### src/rtl/mmc_pkg.sv
// Shared definitions for the MMC CMD-line capture block.
//  - token lengths, synchroniser depth and counter/packet widths
//  - FSM state encoding (also exported on debug_state)
//  - command indices whose response is a 136-bit R2 token
package mmc_pkg;

   localparam int MMC_SHORT_LEN   = 48;
   localparam int MMC_LONG_LEN    = 136;
   localparam int MMC_SYNC_STAGES = 2;
   localparam int MMC_CNT_W       = 9;
   localparam int MMC_PKT_W       = 48;

   typedef enum logic [2:0] {
      ST_IDLE   = 3'd0,
      ST_TRANS  = 3'd1,
      ST_BODY   = 3'd2,
      ST_ENDCHK = 3'd3,
      ST_VALID  = 3'd4
   } mmc_state_e;

   // CMD2 (ALL_SEND_CID), CMD9 (SEND_CSD), CMD10 (SEND_CID) are answered with R2.
   localparam logic [5:0] MMC_CMD_ALL_SEND_CID = 6'd2;
   localparam logic [5:0] MMC_CMD_SEND_CSD     = 6'd9;
   localparam logic [5:0] MMC_CMD_SEND_CID     = 6'd10;

   function automatic logic is_r2_trigger(input logic [5:0] idx);
      return (idx == MMC_CMD_ALL_SEND_CID) ||
             (idx == MMC_CMD_SEND_CSD)     ||
             (idx == MMC_CMD_SEND_CID);
   endfunction

endpackage

### src/rtl/mmc_edge_sync.sv
// Synchroniser and rising-edge detector for the MMC bus pins.
//  clk       in  system clock
//  reset_i   in  synchronous active-high reset
//  mmc_clk   in  MMC bus clock, asynchronous
//  mmc_cmd   in  MMC CMD line, asynchronous
//  bit_event out one-clk strobe on a rise of the synchronised mmc_clk
//  cmd_bit   out synchronised mmc_cmd, aligned with bit_event
module mmc_edge_sync
   import mmc_pkg::*;
#(
   parameter int STAGES = MMC_SYNC_STAGES
) (
   input  logic clk,
   input  logic reset_i,
   input  logic mmc_clk,
   input  logic mmc_cmd,
   output logic bit_event,
   output logic cmd_bit
);

   // Both pins travel through identical chains so cmd stays aligned with the clock edge
   // it was launched against.
   logic [STAGES-1:0] clk_sync;
   logic [STAGES-1:0] cmd_sync;
   logic              clk_prev;

   // NOTE: reset is sampled on the clock edge (synchronous); flops preset to 1 model an idle
   // bus so leaving reset with mmc_clk high produces no false edge.
   always_ff @(posedge clk) begin
      if (reset_i) begin
         clk_sync <= '1;
         cmd_sync <= '1;
         clk_prev <= 1'b1;
      end else begin
         // NOTE: non-blocking assignments make every flop sample the pre-edge values, which
         // is what turns this chain into a shift register rather than a wire.
         clk_sync <= {clk_sync[STAGES-2:0], mmc_clk};
         cmd_sync <= {cmd_sync[STAGES-2:0], mmc_cmd};
         clk_prev <= clk_sync[STAGES-1];
      end
   end

   assign bit_event = clk_sync[STAGES-1] & ~clk_prev;
   assign cmd_bit   = cmd_sync[STAGES-1];

endmodule

### src/rtl/mmc_cmd_msg_capture.sv
// Passive MMC/SD CMD-line sniffer. Frames 48-bit tokens and 136-bit R2 tokens and
// presents the final 48 bits of each well-framed token with a one-cycle strobe.
//  clk          in   system clock (>= 2x mmc_clk)
//  reset_i      in   synchronous active-high reset
//  mmc_clk      in   MMC bus clock, asynchronous
//  mmc_cmd      in   MMC CMD line, asynchronous
//  msg_packet   out  last 48 bits of the most recent valid token, first bit at MSB
//  msg_valid    out  one-clk strobe, msg_packet carries a new token
//  debug_state  out  FSM state
//  debug_cnt    out  bits received in the current token
module mmc_cmd_msg_capture
   import mmc_pkg::*;
#(
   parameter int SHORT_LEN   = MMC_SHORT_LEN,
   parameter int LONG_LEN    = MMC_LONG_LEN,
   parameter int SYNC_STAGES = MMC_SYNC_STAGES
) (
   input  logic                 clk,
   input  logic                 reset_i,
   input  logic                 mmc_clk,
   input  logic                 mmc_cmd,
   output logic [MMC_PKT_W-1:0] msg_packet,
   output logic                 msg_valid,
   output logic [2:0]           debug_state,
   output logic [MMC_CNT_W-1:0] debug_cnt
);

   logic                 bit_event;
   logic                 cmd_bit;
   mmc_state_e           state, state_nxt;
   logic [MMC_CNT_W-1:0] cnt, cnt_nxt, cnt_inc, tok_len;
   logic [MMC_PKT_W-1:0] shreg;
   logic                 long_pending, lp_nxt;
   logic                 shift_en;
   logic                 capture;

   mmc_edge_sync #(
      .STAGES (SYNC_STAGES)
   ) u_edge_sync (
      .clk       (clk),
      .reset_i   (reset_i),
      .mmc_clk   (mmc_clk),
      .mmc_cmd   (mmc_cmd),
      .bit_event (bit_event),
      .cmd_bit   (cmd_bit)
   );

   assign tok_len = long_pending ? MMC_CNT_W'(LONG_LEN) : MMC_CNT_W'(SHORT_LEN);
   assign cnt_inc = cnt + 1'b1;

   always_ff @(posedge clk) begin
      if (reset_i) state <= ST_IDLE;
      else         state <= state_nxt;
   end

   // NOTE: every output of this block gets a default before the case, so no path leaves a
   // signal unassigned and no latch is inferred.
   always_comb begin
      state_nxt = state;
      cnt_nxt   = cnt;
      lp_nxt    = long_pending;
      shift_en  = 1'b0;
      capture   = 1'b0;
      case (state)
         ST_IDLE: begin
            cnt_nxt = '0;
            if (bit_event && !cmd_bit) begin
               shift_en  = 1'b1;
               cnt_nxt   = MMC_CNT_W'(1);
               state_nxt = ST_TRANS;
            end
         end
         ST_TRANS: begin
            if (bit_event) begin
               shift_en  = 1'b1;
               cnt_nxt   = MMC_CNT_W'(2);
               state_nxt = ST_BODY;
            end
         end
         ST_BODY: begin
            if (bit_event) begin
               shift_en = 1'b1;
               cnt_nxt  = cnt_inc;
               if (cnt_inc == tok_len - 1'b1) state_nxt = ST_ENDCHK;
            end
         end
         ST_ENDCHK: begin
            if (bit_event) begin
               shift_en = 1'b1;
               cnt_nxt  = tok_len;
               if (cmd_bit) begin
                  state_nxt = ST_VALID;
               end else begin
                  // Framing error ends the token just the same, so an R2 expectation is dropped.
                  lp_nxt    = 1'b0;
                  state_nxt = ST_IDLE;
               end
            end
         end
         ST_VALID: begin
            capture   = 1'b1;
            // A long token consumes the pending flag; only a short token can arm it.
            lp_nxt    = !long_pending && is_r2_trigger(shreg[45:40]);
            state_nxt = ST_IDLE;
         end
         default: begin
            cnt_nxt   = '0;
            state_nxt = ST_IDLE;
         end
      endcase
   end

   always_ff @(posedge clk) begin
      if (reset_i) begin
         cnt          <= '0;
         shreg        <= '0;
         long_pending <= 1'b0;
         msg_packet   <= '0;
         msg_valid    <= 1'b0;
      end else begin
         cnt          <= cnt_nxt;
         long_pending <= lp_nxt;
         msg_valid    <= capture;
         if (shift_en) shreg <= {shreg[MMC_PKT_W-2:0], cmd_bit};
         // Packet and strobe are registered together so a consumer sees them in the same cycle.
         if (capture) msg_packet <= shreg;
      end
   end

   assign debug_state = state;
   assign debug_cnt   = cnt;

endmodule

### config.mk
export PLATFORM = sky130hd
export DESIGN_NAME = mmc_cmd_msg_capture
export DESIGN_NICKNAME = d
export VERILOG_FILES = /design/src/rtl/mmc_pkg.sv /design/src/rtl/mmc_edge_sync.sv /design/src/rtl/mmc_cmd_msg_capture.sv
export SDC_FILE = /design/constraint.sdc
export NUM_CORES = 1
export LEC_CHECK = 0
export CAP_MARGIN = 40
export CORE_ASPECT_RATIO = 0.5
export CORE_MARGIN = 2
export CORE_UTILIZATION = 40
export DETAILED_ROUTE_END_ITERATION = 8
export DONT_BUFFER_PORTS = 1
export GPL_TIMING_DRIVEN = 0
export PLACE_DENSITY_LB_ADDON = 0.05
export SLEW_MARGIN = 20
export SYNTH_ARGS = -nofsm -noshare
export SYNTH_HDL_FRONTEND = slang
export SYNTH_HIERARCHICAL = 1
export SYNTH_SLANG_ARGS = --single-unit
export TNS_END_PERCENT = 1
### constraint.sdc
create_clock -name clk -period 1.9 [get_ports clk]
set_clock_uncertainty 0.2 [all_clocks]
set_input_delay 0.475 -clock clk [delete_from_list [all_inputs] [get_ports clk]]
set_output_delay 0.475 -clock clk [all_outputs]
set_load 0.005 [all_outputs]
Word-level counts from Yosys, hierarchy flattened
Cells that the tools add are included.
- eq/ne operators: 14
- reduce and logical (&&, ||, !) cells: 12
- $add $sub $neg: 2
- multiplexer cells: 20
- bitwise logic cells: 3
- operator list (cell ; count):
    $pmux W9 S5 ; 1
    $mux W9 ; 3
    $mux W3 ; 6
    $eq A6 B4 Y1 const B ; 2
    $ne A2 B2 Y1 const B ; 6
    $pmux W3 S4 ; 1
    $add A9 B1 Y9 const B ; 1
    $eq A9 B9 Y1 ; 1
    $sub A8 B1 Y9 const B ; 1
    $mux W8 ; 1
    $eq A3 B2 Y1 const B ; 2
    $eq A6 B2 Y1 const B ; 1
    $mux W1 ; 6
    $reduce_and A5 Y1 ; 1
    $pmux W1 S2 ; 2
    $reduce_and A4 Y1 ; 1
    $eq A3 B1 Y1 const B ; 1
    $eq A3 B3 Y1 const B ; 1
    $logic_not A3 Y1 ; 1
    $reduce_and A3 Y1 ; 1
    $reduce_or A3 Y1 ; 1
    $logic_and A1 B1 Y1 ; 2
    $logic_not A1 Y1 ; 2
    $logic_or A1 B1 Y1 ; 2
    other kinds (3) ; 4
- bits in registers: 115
- input port bits: 4
- output and inout bits: 61

Depth between registers and ports, before layout
Gate-level depths: netlist of the first run.
- word-level depth: 6
- depth in mapped cells: 7
- gate-level depth less buffers: 5

Modules after synthesis
The synthesis of the first run kept the hierarchy.
- by module, submodules not included (module ; times used ; area an instance (µm²) ; cells each):
    mmc_cmd_msg_capture ; 1 ; 4241.6 ; 543
    mmc_edge_sync ; 1 ; 137.6 ; 11

Worst setup path after synthesis of the first run
Ideal clock, no wire load.
- path type: reg2reg
- from: register u_edge_sync.clk_sync[1]
- to: register cnt[7], in the netlist debug_cnt[7]
- path buffers: 1
- cell stages (with the launch flop): 6
- period minus slack after synthesis: 1691 ps
- path slack: 209 ps
- arrival time: 1416 ps
- required time: 1626 ps
- library setup time: 74 ps
- path through: dfxtp_1 nor2b_1 buf_2 nand3b_2 or4_1 a31oi_1
- cells in the longest elaborated chain, start to end: 3
- elaborated cells between the ends (all ways): 5
- those cells by class: 3 x eq/ne; 1 x bitwise; 1 x reduce/logical
- ends and longest elaborated chain (item ; RTL line ; source):
    start: declaration ; mmc_edge_sync.sv:23 ; logic [STAGES-1:0] clk_sync;
    start signal: assignment ; mmc_edge_sync.sv:37 ; clk_sync <= {clk_sync[STAGES-2:0], mmc_clk};
    $and A1 B1 Y1 * ; mmc_edge_sync.sv:43 ; assign bit_event = clk_sync[STAGES-1] & ~clk_prev;
    net bit_event ; mmc_cmd_msg_capture.sv:28 ; logic bit_event;
    $ne A2 B2 Y1 (no source line) ; -- ;
    $reduce_and A4 Y1 (no source line) * ; -- ;
    end signal: assignment ; mmc_cmd_msg_capture.sv:121 ; cnt <= cnt_nxt;
    end: declaration ; mmc_cmd_msg_capture.sv:31 ; logic [MMC_CNT_W-1:0] cnt, cnt_nxt, cnt_inc, tok_len;
The timed path passes the listed nets; every way through them passes the cells marked *.
A chain may end at the register's enable or synchronous reset.

Worst setup path in the final report of the first run
- from: register state[1], in the netlist debug_state[1]
- to: register long_pending
- cells in the longest elaborated chain, start to end: 3
- elaborated cells between the ends (all ways): 7
- those cells by class: 4 x eq/ne; 1 x mux; 2 x reduce/logical
- ends and longest elaborated chain (item ; RTL line ; source):
    start: declaration ; mmc_cmd_msg_capture.sv:30 ; mmc_state_e state, state_nxt;
    start signal: assignment ; mmc_cmd_msg_capture.sv:53 ; else state <= state_nxt;
    $eq A3 B2 Y1 / $eq A3 B3 Y1 (equally long branches) ; mmc_cmd_msg_capture.sv:64 ; case (state)
    $ne A2 B2 Y1 (no source line) / $reduce_bool A2 Y1 (equally long branches) ; -- ;
    $reduce_and A3 Y1 (no source line) ; -- ;
    end signal: assignment ; mmc_cmd_msg_capture.sv:122 ; long_pending <= lp_nxt;
    end: declaration ; mmc_cmd_msg_capture.sv:33 ; logic long_pending, lp_nxt;
Parallel ways exist; a longest one is shown, timed or not.

==> flow_summary_export.csv, run 1 <==
group,metric,value,unit
timing,timing.final.crit_period,1860,ps
timing,final-setup-viol-count,0,
floorplanning,core,0.0104,mm²
critical_path,cp.buffers_inverters,3,
logic_synthesis,seq_area_frac_synth,0.526,
drt,via_count,3651,
logic_synthesis,postSynthCellCount,554,
logic_synthesis,synth_warnings,6,
floorplanning,io_pins,65,
global_routing,grt_first_pass_wirelength,17500,µm
critical_path,critical-path-top-cell-by-count,"sky130_fd_sc_hd__buf_4",
logic_synthesis,yosysUniqueCellTypes,48,
logic_synthesis,synth_common_cells,"198 x sky130_fd_sc_hd__nand2_1, 115 x sky130_fd_sc_hd__dfxtp_1, 108 x sky130_fd_sc_hd__a21oi_1",
flow_run,drv_cap,0,
pwr,total_power,5780,µW
pwr,static_leak,0.00179,µW
critical_path,critical_path.max_fanout,10,
drt,detail-route-antenna-nets,0,
timing,tightestPinTransition,655,ps
logic_synthesis,synth-edff-count,0,
global_routing,leftover_overflow_at_the_end_of_global_routing,0,
global_routing,pin_count_of_the_biggest_net_entering_global_routing,17,
drt,detailedRoute.firstIterationViolations,186,
logic_synthesis,post_synth_instance_area,0.00438,mm²
logic_synthesis,ys_dominant_reg_cell,"sky130_fd_sc_hd__dfxtp_1",
clocking,cts_root_buffer,"sky130_fd_sc_hd__clkbuf_16",
floorplanning,placementRows,26,
critical_path,max_stage_delay,390,ps
drt,dr_drc_count,0,
cells_and_area,area_of_combinational_cells_with_multiple_inputs,0.00190,mm²
critical_path,crit_arrival,1920,ps
critical_path,critical_path.top_delay_family,"buffers and inverters",
clocking,cts-root-to-sink-buffers,2,
drt,vias_per_cell,4.99,
cells_and_area,insertedDiodeCount,0,
timing,rsz0062_at_grt,"true",
cells_and_area,ff_latch_area,0.00231,mm²
drt,dr.pass1.iters,5,
logic_synthesis,synth.largest_area_cell,"sky130_fd_sc_hd__dfxtp_1",
placement,place.port_buffers,0,
critical_path,cp-end-kind,"register",
clocking,clk_latency,400,ps
placement,post_dp_cell_area,0.00455,mm²
clocking,cts_inserted_buffers,17,
outcome,outcome,"finished, final reports clean",
drt,routedWlPerCell,14.4,µm
critical_path,endpoint_required_time_on_the_critical_path,1960,ps
global_routing,first_global_vias,3442,
clocking,clk_transition_reported_paths,60,ps
floorplanning,dieHeight,78.0,µm
cells_and_area,layout.filler_cells,1007,
timing,fin_crit_sh,0.980,
critical_path,timing.critical_path.cells,"clkbuf_4 -> or3b_1 -> buf_4 -> buf_4 -> o311ai_0 -> a21oi_1",
floorplanning,fp.dieArea,0.0119,mm²
logic_synthesis,yosysTopAreaCellShare,0.526,
cells_and_area,final_net_count,584,
logic_synthesis,syn-num-nets,560,
drt,postRouteWirelength,10500,µm
cells_and_area,fin_area,0.00531,mm²
clocking,cts_sink_count,115,
timing,clock.fmax,537,MHz
critical_path,cpMaxStageDelayCell,"sky130_fd_sc_hd__or3b_1",
pwr,ir_worst_vdd,0.528,mV
placement,gp_routability_congestion,0.809,
min_path,timing.hold.worst.class,"input port to register",
logic_synthesis,yosysMostFrequentCell,"sky130_fd_sc_hd__nand2_1",
logic_synthesis,synth_area_per_cell,7.90,µm²
timing,hold_ws,130,ps
logic_synthesis,synth.ff_latch_count,115,
timing,timing.max_slew.rel_slack,0.563,
logic_synthesis,async_flop_share,0,
global_routing,gr-usage-all-layers,0.185,
cells_and_area,area.growth.synth_to_final,21.3,%
critical_path,timing.critical_path.from_type,"register",
placement,post-dp-hpwl,6930,µm
logic_synthesis,yosys-top-cells-area,"sky130_fd_sc_hd__dfxtp_1 53%, sky130_fd_sc_hd__nand2_1 17%, sky130_fd_sc_hd__a21oi_1 12%, sky130_fd_sc_hd__clkbuf_1 1.8%, sky130_fd_sc_hd__buf_2 1.7%",
timing,final_hold_viol_count,0,
critical_path,timing_worst_setup_path_type,"register to register",
global_routing,antenna_found_initial,0,
pwr,p_per_area,1090,mW/mm²
cells_and_area,proportion_of_layout_cells_with_a_drive_suffix_above_1,0.127,
clocking,htree_num_levels,4,
clocking,tritoncts,"done",
floorplanning,initial_core_util,0.419,
timing,drv_slew,0,
floorplanning,die_width,152,µm
-- state kept, by name, indices dropped and copies added, names as in the netlist --
| register | cells |
|---|---|
| long_pending | 1 |
| debug_state | 3 |
| shreg | 48 |
| u_edge_sync/cmd_sync | 2 |
| msg_valid | 1 |
| debug_cnt | 9 |
| u_edge_sync/clk_sync | 2 |
| msg_packet | 48 |
| u_edge_sync/clk_prev | 1 |
-- per-layer routing --
layer / global-route usage / vias to the layer above / routed length (µm)
li1: - / 1888 / -
met1: 0.253 / 1687 / 5280
met2: 0.265 / 69 / 4560
met3: 0.0698 / 7 / 647
met4: 0.0692 / 0 / 67
met5: 0 / - / 0
-- worst paths after layout --
path / startpoint / endpoint / slack [ps] / cells past startpoint
setup reg to reg: debug_state[1] / long_pending / 40 / 6
setup / recovery: debug_state[1] / long_pending / 40 / 6
hold reg to reg: u_edge_sync/cmd_sync[0] / u_edge_sync/cmd_sync[1] / 210 / 1
hold / removal: reset_i / debug_state[0] / 130 / 3
-- cell usage in the layout, fill, tap and decap left out, types with 4 or more instances in the layout --
master	count
sky130_fd_sc_hd__nor2b_1	6
sky130_fd_sc_hd__buf_4	10
sky130_fd_sc_hd__buf_2	4
sky130_fd_sc_hd__clkbuf_2	6
sky130_fd_sc_hd__nor2_1	8
sky130_fd_sc_hd__dfxtp_1	112
sky130_fd_sc_hd__or2_1	5
sky130_fd_sc_hd__clkbuf_1	14
sky130_fd_sc_hd__a21oi_1	107
sky130_fd_sc_hd__o21ai_0	10
sky130_fd_sc_hd__clkinvlp_4	4
sky130_fd_sc_hd__nand2_1	198
sky130_fd_sc_hd__clkbuf_4	6
sky130_fd_sc_hd__inv_1	5
sky130_fd_sc_hd__dlygate4sd3_1	4
sky130_fd_sc_hd__nand3_1	4
sky130_fd_sc_hd__clkbuf_16	17
sky130_fd_sc_hd__nor3_1	5
-- worst register-to-register path, cell delays in order (launching register included) --
cell and delay, ps:
sky130_fd_sc_hd__dfxtp_1 320, sky130_fd_sc_hd__clkbuf_4 200, sky130_fd_sc_hd__or3b_1 390, sky130_fd_sc_hd__buf_4 190, sky130_fd_sc_hd__buf_4 190, sky130_fd_sc_hd__o311ai_0 120
sky130_fd_sc_hd__a21oi_1 110
-- through the flow --
| stage | TNS (ps) | utilization | cells | worst slack [ps] |
|---|---|---|---|---|
| 3_5_place_dp | -3590 | 0.436 | 694 | -132 |
| 6_report | 0 | 0.509 | 731 | 38.4 |
| 2_1_floorplan | 0 | - | 554 | 209 |
| 5_1_grt | -42.6 | 0.509 | 731 | -22.4 |
| 3_3_place_gp | -2310 | 0.436 | 694 | -96.8 |
| 4_1_cts | 0 | 0.500 | 730 | 2.36 |
-- power breakdown --
group | total, µW | leakage (µW) | internal, µW | switching, µW
Sequential | 2420 | 0.000928 | 2420 | 3.77
Clock | 3290 | 0.000290 | 2110 | 1180
Combinational | 76.0 | 0.000574 | 20.3 | 55.7
Total | 5780 | 0.00179 | 4550 | 1240
-- kinds of logic after synthesis --
logic type                 count (synthesis)  share of synthesized area
muxes                                      1                    0.00229
buffers and inverters                     47                     0.0497
AOI/OAI and AO/OA                        134                      0.163
adders and majority gates                  2                    0.00571
DFF                                      115                      0.526
xor gates and xnor gates                   3                    0.00600
and+or+nand+nor                          252                      0.248
-- repair_timing --
action | CTS | global route
setup endpoints to repair | 62 | 97
resized for setup | 6 | 39
hold buffers | 4 | 0
setup buffers | 0 | 1
pin swaps | 0 | 2
hold endpoints to repair | 5 | 0
-- cell type report --
cell class	count	area share
Inverter	5	0.00353
Clock buffer	18	0.0827
Clock inverter	14	0.0334
Buffer	42	0.0469
Tap cell	140	0.0330
Multi-Input combinational cell	392	0.358
Sequential cell	115	0.434
Timing Repair Buffer	5	0.00895
Power figures use the tool's default switching activity.
==> inputs of run 2 (changes only) <==
Settings changed: CORE_UTILIZATION 40 to 35.
==> flow_summary_export.csv, run 2 (synthesis results as in run 1) <==
group,metric,value,unit
outcome,outcome,"finished, final reports clean",
timing,tightestPinTransition,638,ps
critical_path,critPathCapture,"long_pending",
flow_run,drv_cap,0,
floorplanning,die_width,162,µm
drt,postRouteWirelength,10800,µm
drt,detail-route-antenna-nets,0,
cells_and_area,final_net_count,584,
timing,drv_slew,0,
placement,pre_cts_ws,-129,ps
clocking,clk_transition_reported_paths,50,ps
clocking,cts_inserted_buffers,17,
cells_and_area,layout_common_cells,"198 x sky130_fd_sc_hd__nand2_1, 113 x sky130_fd_sc_hd__dfxtp_1, 107 x sky130_fd_sc_hd__a21oi_1, 17 x sky130_fd_sc_hd__clkbuf_1, 17 x sky130_fd_sc_hd__clkbuf_16",
critical_path,regToRegStartpoint,"debug_state[1]",
placement,place.port_buffers,0,
critical_path,worst_r2r_endpoint,"long_pending",
pwr,pwr-share-seq,0.442,
critical_path,crit_arrival,1890,ps
clocking,cts-root-to-sink-buffers,2,
timing,timing.max_slew.rel_slack,0.575,
floorplanning,fp.dieArea,0.0135,mm²
timing,final-setup-viol-count,0,
timing,final_hold_viol_count,0,
pwr,internal_power,4260,µW
clocking,tritoncts,"done",
pwr,pwr-share-clk,0.545,
floorplanning,initial_core_util,0.364,
pwr,p_per_area,1040,mW/mm²
clocking,cts_root_buffer,"sky130_fd_sc_hd__clkbuf_16",
timing,timing.final.crit_period,1830,ps
pwr,ir_worst_vdd,0.479,mV
global_routing,grt_first_pass_wirelength,18400,µm
floorplanning,io_pins,65,
timing,clock.fmax,547,MHz
clocking,clk_latency,410,ps
pwr,static_leak,0.00174,µW
pwr,power.switching_fraction,0.222,
critical_path,cp-end-kind,"register",
drt,via_count,3669,
min_path,timing.hold.worst.class,"input port to register",
critical_path,cp-startpoint,"debug_state[1]",
timing,rsz0062_at_grt,"true",
placement,post-dp-hpwl,7320,µm
global_routing,first_global_vias,3597,
critical_path,timing.reg2reg.worst_path_depth,6,
drt,vias_per_cell,4.85,
critical_path,setup.reg_to_reg.worst_slack,70,ps
placement,gp_routability_congestion,0.730,
drt,detailedRoute.firstIterationViolations,286,
critical_path,timing_worst_setup_path_type,"register to register",
timing,fin_crit_sh,0.962,
critical_path,timing.critical_path.from_type,"register",
global_routing,pin_count_of_the_biggest_net_entering_global_routing,17,
pwr,comb_power_share,0.014,
clocking,htree_num_levels,4,
floorplanning,placementRows,28,
timing,hold_ws,125,ps
global_routing,antenna_found_initial,0,
critical_path,endpoint_required_time_on_the_critical_path,1960,ps
drt,dr_drc_count,0,
cells_and_area,layout.filler_cells,1246,
cells_and_area,layout_commonest_cell,"sky130_fd_sc_hd__nand2_1",
cells_and_area,insertedDiodeCount,0,
placement,post_dp_cell_area,0.00459,mm²
cells_and_area,area.growth.synth_to_final,20.0,%
cells_and_area,proportion_of_layout_cells_with_a_drive_suffix_above_1,0.122,
timing,fin_ws,72.0,ps
drt,dr.pass1.iters,4,
critical_path,critical_path.max_fanout,10,
global_routing,leftover_overflow_at_the_end_of_global_routing,0,
global_routing,gr-usage-all-layers,0.170,
drt,routedWlPerCell,14.2,µm
clocking,cts_sink_count,115,
cells_and_area,fin_area,0.00526,mm²
floorplanning,dieHeight,83.1,µm
pwr,switching_power,1220,µW
floorplanning,core,0.0120,mm²
[run 2: cell types whose count changed in the layout (fill, tap and decap cells not counted), sizes merged]
| cell | change |
|---|---|
| bufinv | -2 |
| clkinvlp | +3 |
| clkbuf | -2 |
| buf | +5 |
| inv | -3 |
| dlygate4sd3 | -1 |
[run 2: worst min path at each step]
stage | startpoint | to | slack (ps) | cells after the start
5_1_grt | reset_i | debug_state[0] | 110 | 3
3_5_place_dp | u_edge_sync/clk_sync[0] | u_edge_sync/clk_sync[1] | 190 | 1
3_3_place_gp | u_edge_sync/clk_sync[0] | u_edge_sync/clk_sync[1] | 190 | 1
6_report | reset_i | debug_state[0] | 120 | 3
2_1_floorplan | u_edge_sync/clk_sync[0] | u_edge_sync/clk_sync[1] | 180 | 1
4_1_cts | reset_i | debug_state[0] | 120 | 3
[run 2: through the flow]
stage / utilization / power (µW) / std cells / setup TNS [ps]
floorplan: - / 2520 / 554 / 0
global placement: 0.382 / 2540 / 719 / -3690
detailed placement: 0.382 / 2540 / 719 / -3650
CTS: 0.431 / 5560 / 754 / -406
global route: 0.437 / 5670 / 756 / -50.7
finish: 0.437 / 5480 / 756 / 0
[run 2: worst max-delay path: stages (launching register included)]
cell and delay (ps):
sky130_fd_sc_hd__dfxtp_1 320, sky130_fd_sc_hd__buf_4 180, sky130_fd_sc_hd__or3b_1 360, sky130_fd_sc_hd__buf_2 190, sky130_fd_sc_hd__buf_4 190, sky130_fd_sc_hd__o311ai_0 120
sky130_fd_sc_hd__a21oi_1 110
[run 2: what timing repair did]
action	in CTS	in global routing
hold endpoints to repair	5	0
hold buffers	3	0
resized for setup	5	32
pin swaps	0	1
setup endpoints to repair	46	95
setup buffers	0	2
[run 2: cell type report]
cell class | count | area (µm²) | area share
Multi-Input combinational cell | 392 | 1890 | 0.360
Clock inverter | 12 | 110 | 0.0209
Tap cell | 165 | 206 | 0.0393
Buffer | 42 | 230 | 0.0438
Timing Repair Buffer | 5 | 45.0 | 0.00857
Inverter | 5 | 18.8 | 0.00357
Sequential cell | 115 | 2300 | 0.438
Clock buffer | 20 | 447 | 0.0850
[run 2: power groups by stage]
| stage | registers (µW) | clock network (µW) | logic, µW |
|---|---|---|---|
| after global routing | 2420 | 3170 | 82.9 |
| final | 2420 | 2980 | 74.0 |
| after CTS | 2420 | 3060 | 73.2 |
| after global placement | 2470 | 0 | 67.3 |
| after floorplan | 2470 | 0 | 44.0 |
| after detailed placement | 2470 | 0 | 66.5 |
[run 2: layer usage]
layer,track usage,wire [µm]
met5,0,0
met4,0.0603,119
met3,0.0619,575
met2,0.246,4480
met1,0.233,5580
==> inputs of run 3 (changes only) <==
Settings changed: MAX_ROUTING_LAYER from default to met4.
==> flow_summary_export.csv, run 3 (synthesis results as in run 1) <==
group,metric,value,unit
outcome,outcome,"finished, final reports clean",
critical_path,timing.critical_path.from_type,"register",
critical_path,timing_worst_setup_path_type,"register to register",
clocking,cts_sink_count,115,
cells_and_area,insertedDiodeCount,0,
placement,post-place-cells,719,
drt,met3WireLength,561,µm
timing,timing.max_slew.rel_slack,0.574,
placement,post-dp-hpwl,7320,µm
floorplanning,initial_core_util,0.364,
critical_path,cp.buffers_inverters,3,
global_routing,first_global_vias,3594,
floorplanning,die_width,162,µm
drt,detailedRoute.firstIterationViolations,267,
drt,dr.pass1.iters,4,
floorplanning,fp.dieArea,0.0135,mm²
critical_path,critical_path.top_delay_family,"buffers and inverters",
critical_path,crit_arrival,1890,ps
global_routing,pin_count_of_the_biggest_net_entering_global_routing,17,
drt,drt-met1-wl,5620,µm
clocking,cts_root_buffer,"sky130_fd_sc_hd__clkbuf_16",
placement,gp_routability_congestion,0.739,
timing,final_hold_viol_count,0,
drt,vias_per_cell,4.86,
clocking,htree_num_levels,4,
global_routing,gr-usage-all-layers,0.175,
placement,place.port_buffers,0,
clocking,tritoncts,"done",
floorplanning,io_pins,65,
pwr,static_leak,0.00174,µW
pwr,total_power,5480,µW
critical_path,critical_path.max_fanout,10,
flow_run,drv_cap,0,
global_routing,leftover_overflow_at_the_end_of_global_routing,0,
cells_and_area,final_net_count,584,
critical_path,endpoint_required_time_on_the_critical_path,1960,ps
timing,timing.final.crit_period,1820,ps
critical_path,critical-path-top-cell-by-count,"sky130_fd_sc_hd__buf_4",
timing,tightestPinTransition,639,ps
timing,final-setup-viol-count,0,
timing,fin_crit_sh,0.960,
global_routing,grt_first_pass_wirelength,18400,µm
critical_path,timing.critical_path.cells,"buf_4 -> or3b_1 -> buf_2 -> buf_4 -> o311ai_0 -> a21oi_1",
drt,routedWlPerCell,14.2,µm
critical_path,max_stage_delay,360,ps
floorplanning,core,0.0120,mm²
timing,drv_slew,0,
clocking,clk_latency,410,ps
global_routing,antenna_found_initial,0,
cells_and_area,proportion_of_layout_cells_with_a_drive_suffix_above_1,0.122,
cells_and_area,layout_common_cells,"198 x sky130_fd_sc_hd__nand2_1, 113 x sky130_fd_sc_hd__dfxtp_1, 107 x sky130_fd_sc_hd__a21oi_1, 17 x sky130_fd_sc_hd__clkbuf_1, 17 x sky130_fd_sc_hd__clkbuf_16",
drt,met2_length,4470,µm
drt,maxUsedRoutingLayer,"met4",
floorplanning,dieHeight,83.1,µm
cells_and_area,layout_commonest_cell,"sky130_fd_sc_hd__nand2_1",
timing,clock.fmax,548,MHz
min_path,timing.hold.worst.class,"input port to register",
drt,detail-route-antenna-nets,0,
critical_path,cp-end-kind,"register",
clocking,cts-root-to-sink-buffers,2,
cells_and_area,area.growth.synth_to_final,20.0,%
critical_path,cpMaxStageDelayCell,"sky130_fd_sc_hd__or3b_1",
drt,postRouteWirelength,10800,µm
timing,rsz0062_at_grt,"true",
cells_and_area,final-instance-count-excl-fill,756,
drt,via_count,3677,
pwr,ir_worst_vdd,0.481,mV
drt,dr_drc_count,0,
floorplanning,placementRows,28,
pwr,p_per_area,1040,mW/mm²
clocking,clk_transition_reported_paths,50,ps
clocking,cts_inserted_buffers,17,
-- run 3: cell counts in the layout (fill, tap and decap cells not counted) --
No cell type changed its count.
-- run 3: area by class of cell --
cell class                 count  area (µm²)
timing repair buffer           5        45.0
multi-input combinational    392        1890
fill                        1246        6760
sequential                   115        2300
tap                          165         206
clock buffer                  20         447
inverter                       5        18.8
buffer                        42         230
clock inverter                12         110
-- run 3: power breakdown --
part           switching [µW]  internal [µW]
clock                    1160           1830
combinational            55.7           18.2
sequential               3.54           2420
-- run 3: worst reg2reg max path: cells and delay by family, from the launching register on --
kind | cells | cell delay (ps)
AOI/OAI and AO/OA | 2 | 230
buffers and inverters | 3 | 560
DFF | 1 | 320
and+or+nand+nor | 1 | 370
-- run 3: per-layer routing --
| metal | global-route usage | up-vias |
|---|---|---|
| met2 | 0.246 | 69 |
| met1 | 0.236 | 1705 |
| met5 | - | - |
| li1 | - | 1892 |
| met4 | 0.0603 | 0 |
| met3 | 0.0569 | 11 |
-- run 3: final timing paths --
| kind | startpoint | end | slack [ps] | depth (start not counted) |
|---|---|---|---|---|
| hold reg to reg | u_edge_sync/clk_sync[0] | u_edge_sync/clk_sync[1] | 200 | 1 |
| hold / removal | reset_i | debug_state[0] | 120 | 3 |
| setup / recovery | debug_state[1] | long_pending | 80 | 6 |
| setup reg to reg | debug_state[1] | long_pending | 80 | 6 |
-- run 3: metrics by stage --
| step | util | TNS (ps) | hold slack [ps] | worst slack [ps] | cell area [µm²] |
|---|---|---|---|---|---|
| floorplan | - | 0 | 183 | 209 | 4380 |
| global placement | 0.382 | -3690 | 185 | -137 | 4590 |
| detailed placement | 0.382 | -3650 | 189 | -129 | 4590 |
| CTS | 0.431 | -406 | 116 | -26.9 | 5180 |
| global route | 0.437 | -51.5 | 109 | -22.4 | 5260 |
| finish | 0.437 | 0 | 123 | 75.5 | 5260 |
-- run 3: repair_timing --
action | 4_1_cts | 5_1_grt
gates resized for setup | 5 | 32
endpoints found under the hold margin | 5 | 0
hold buffers | 3 | 0
setup endpoints to repair | 46 | 95
pin swaps | 0 | 1
buffers inserted | 0 | 2
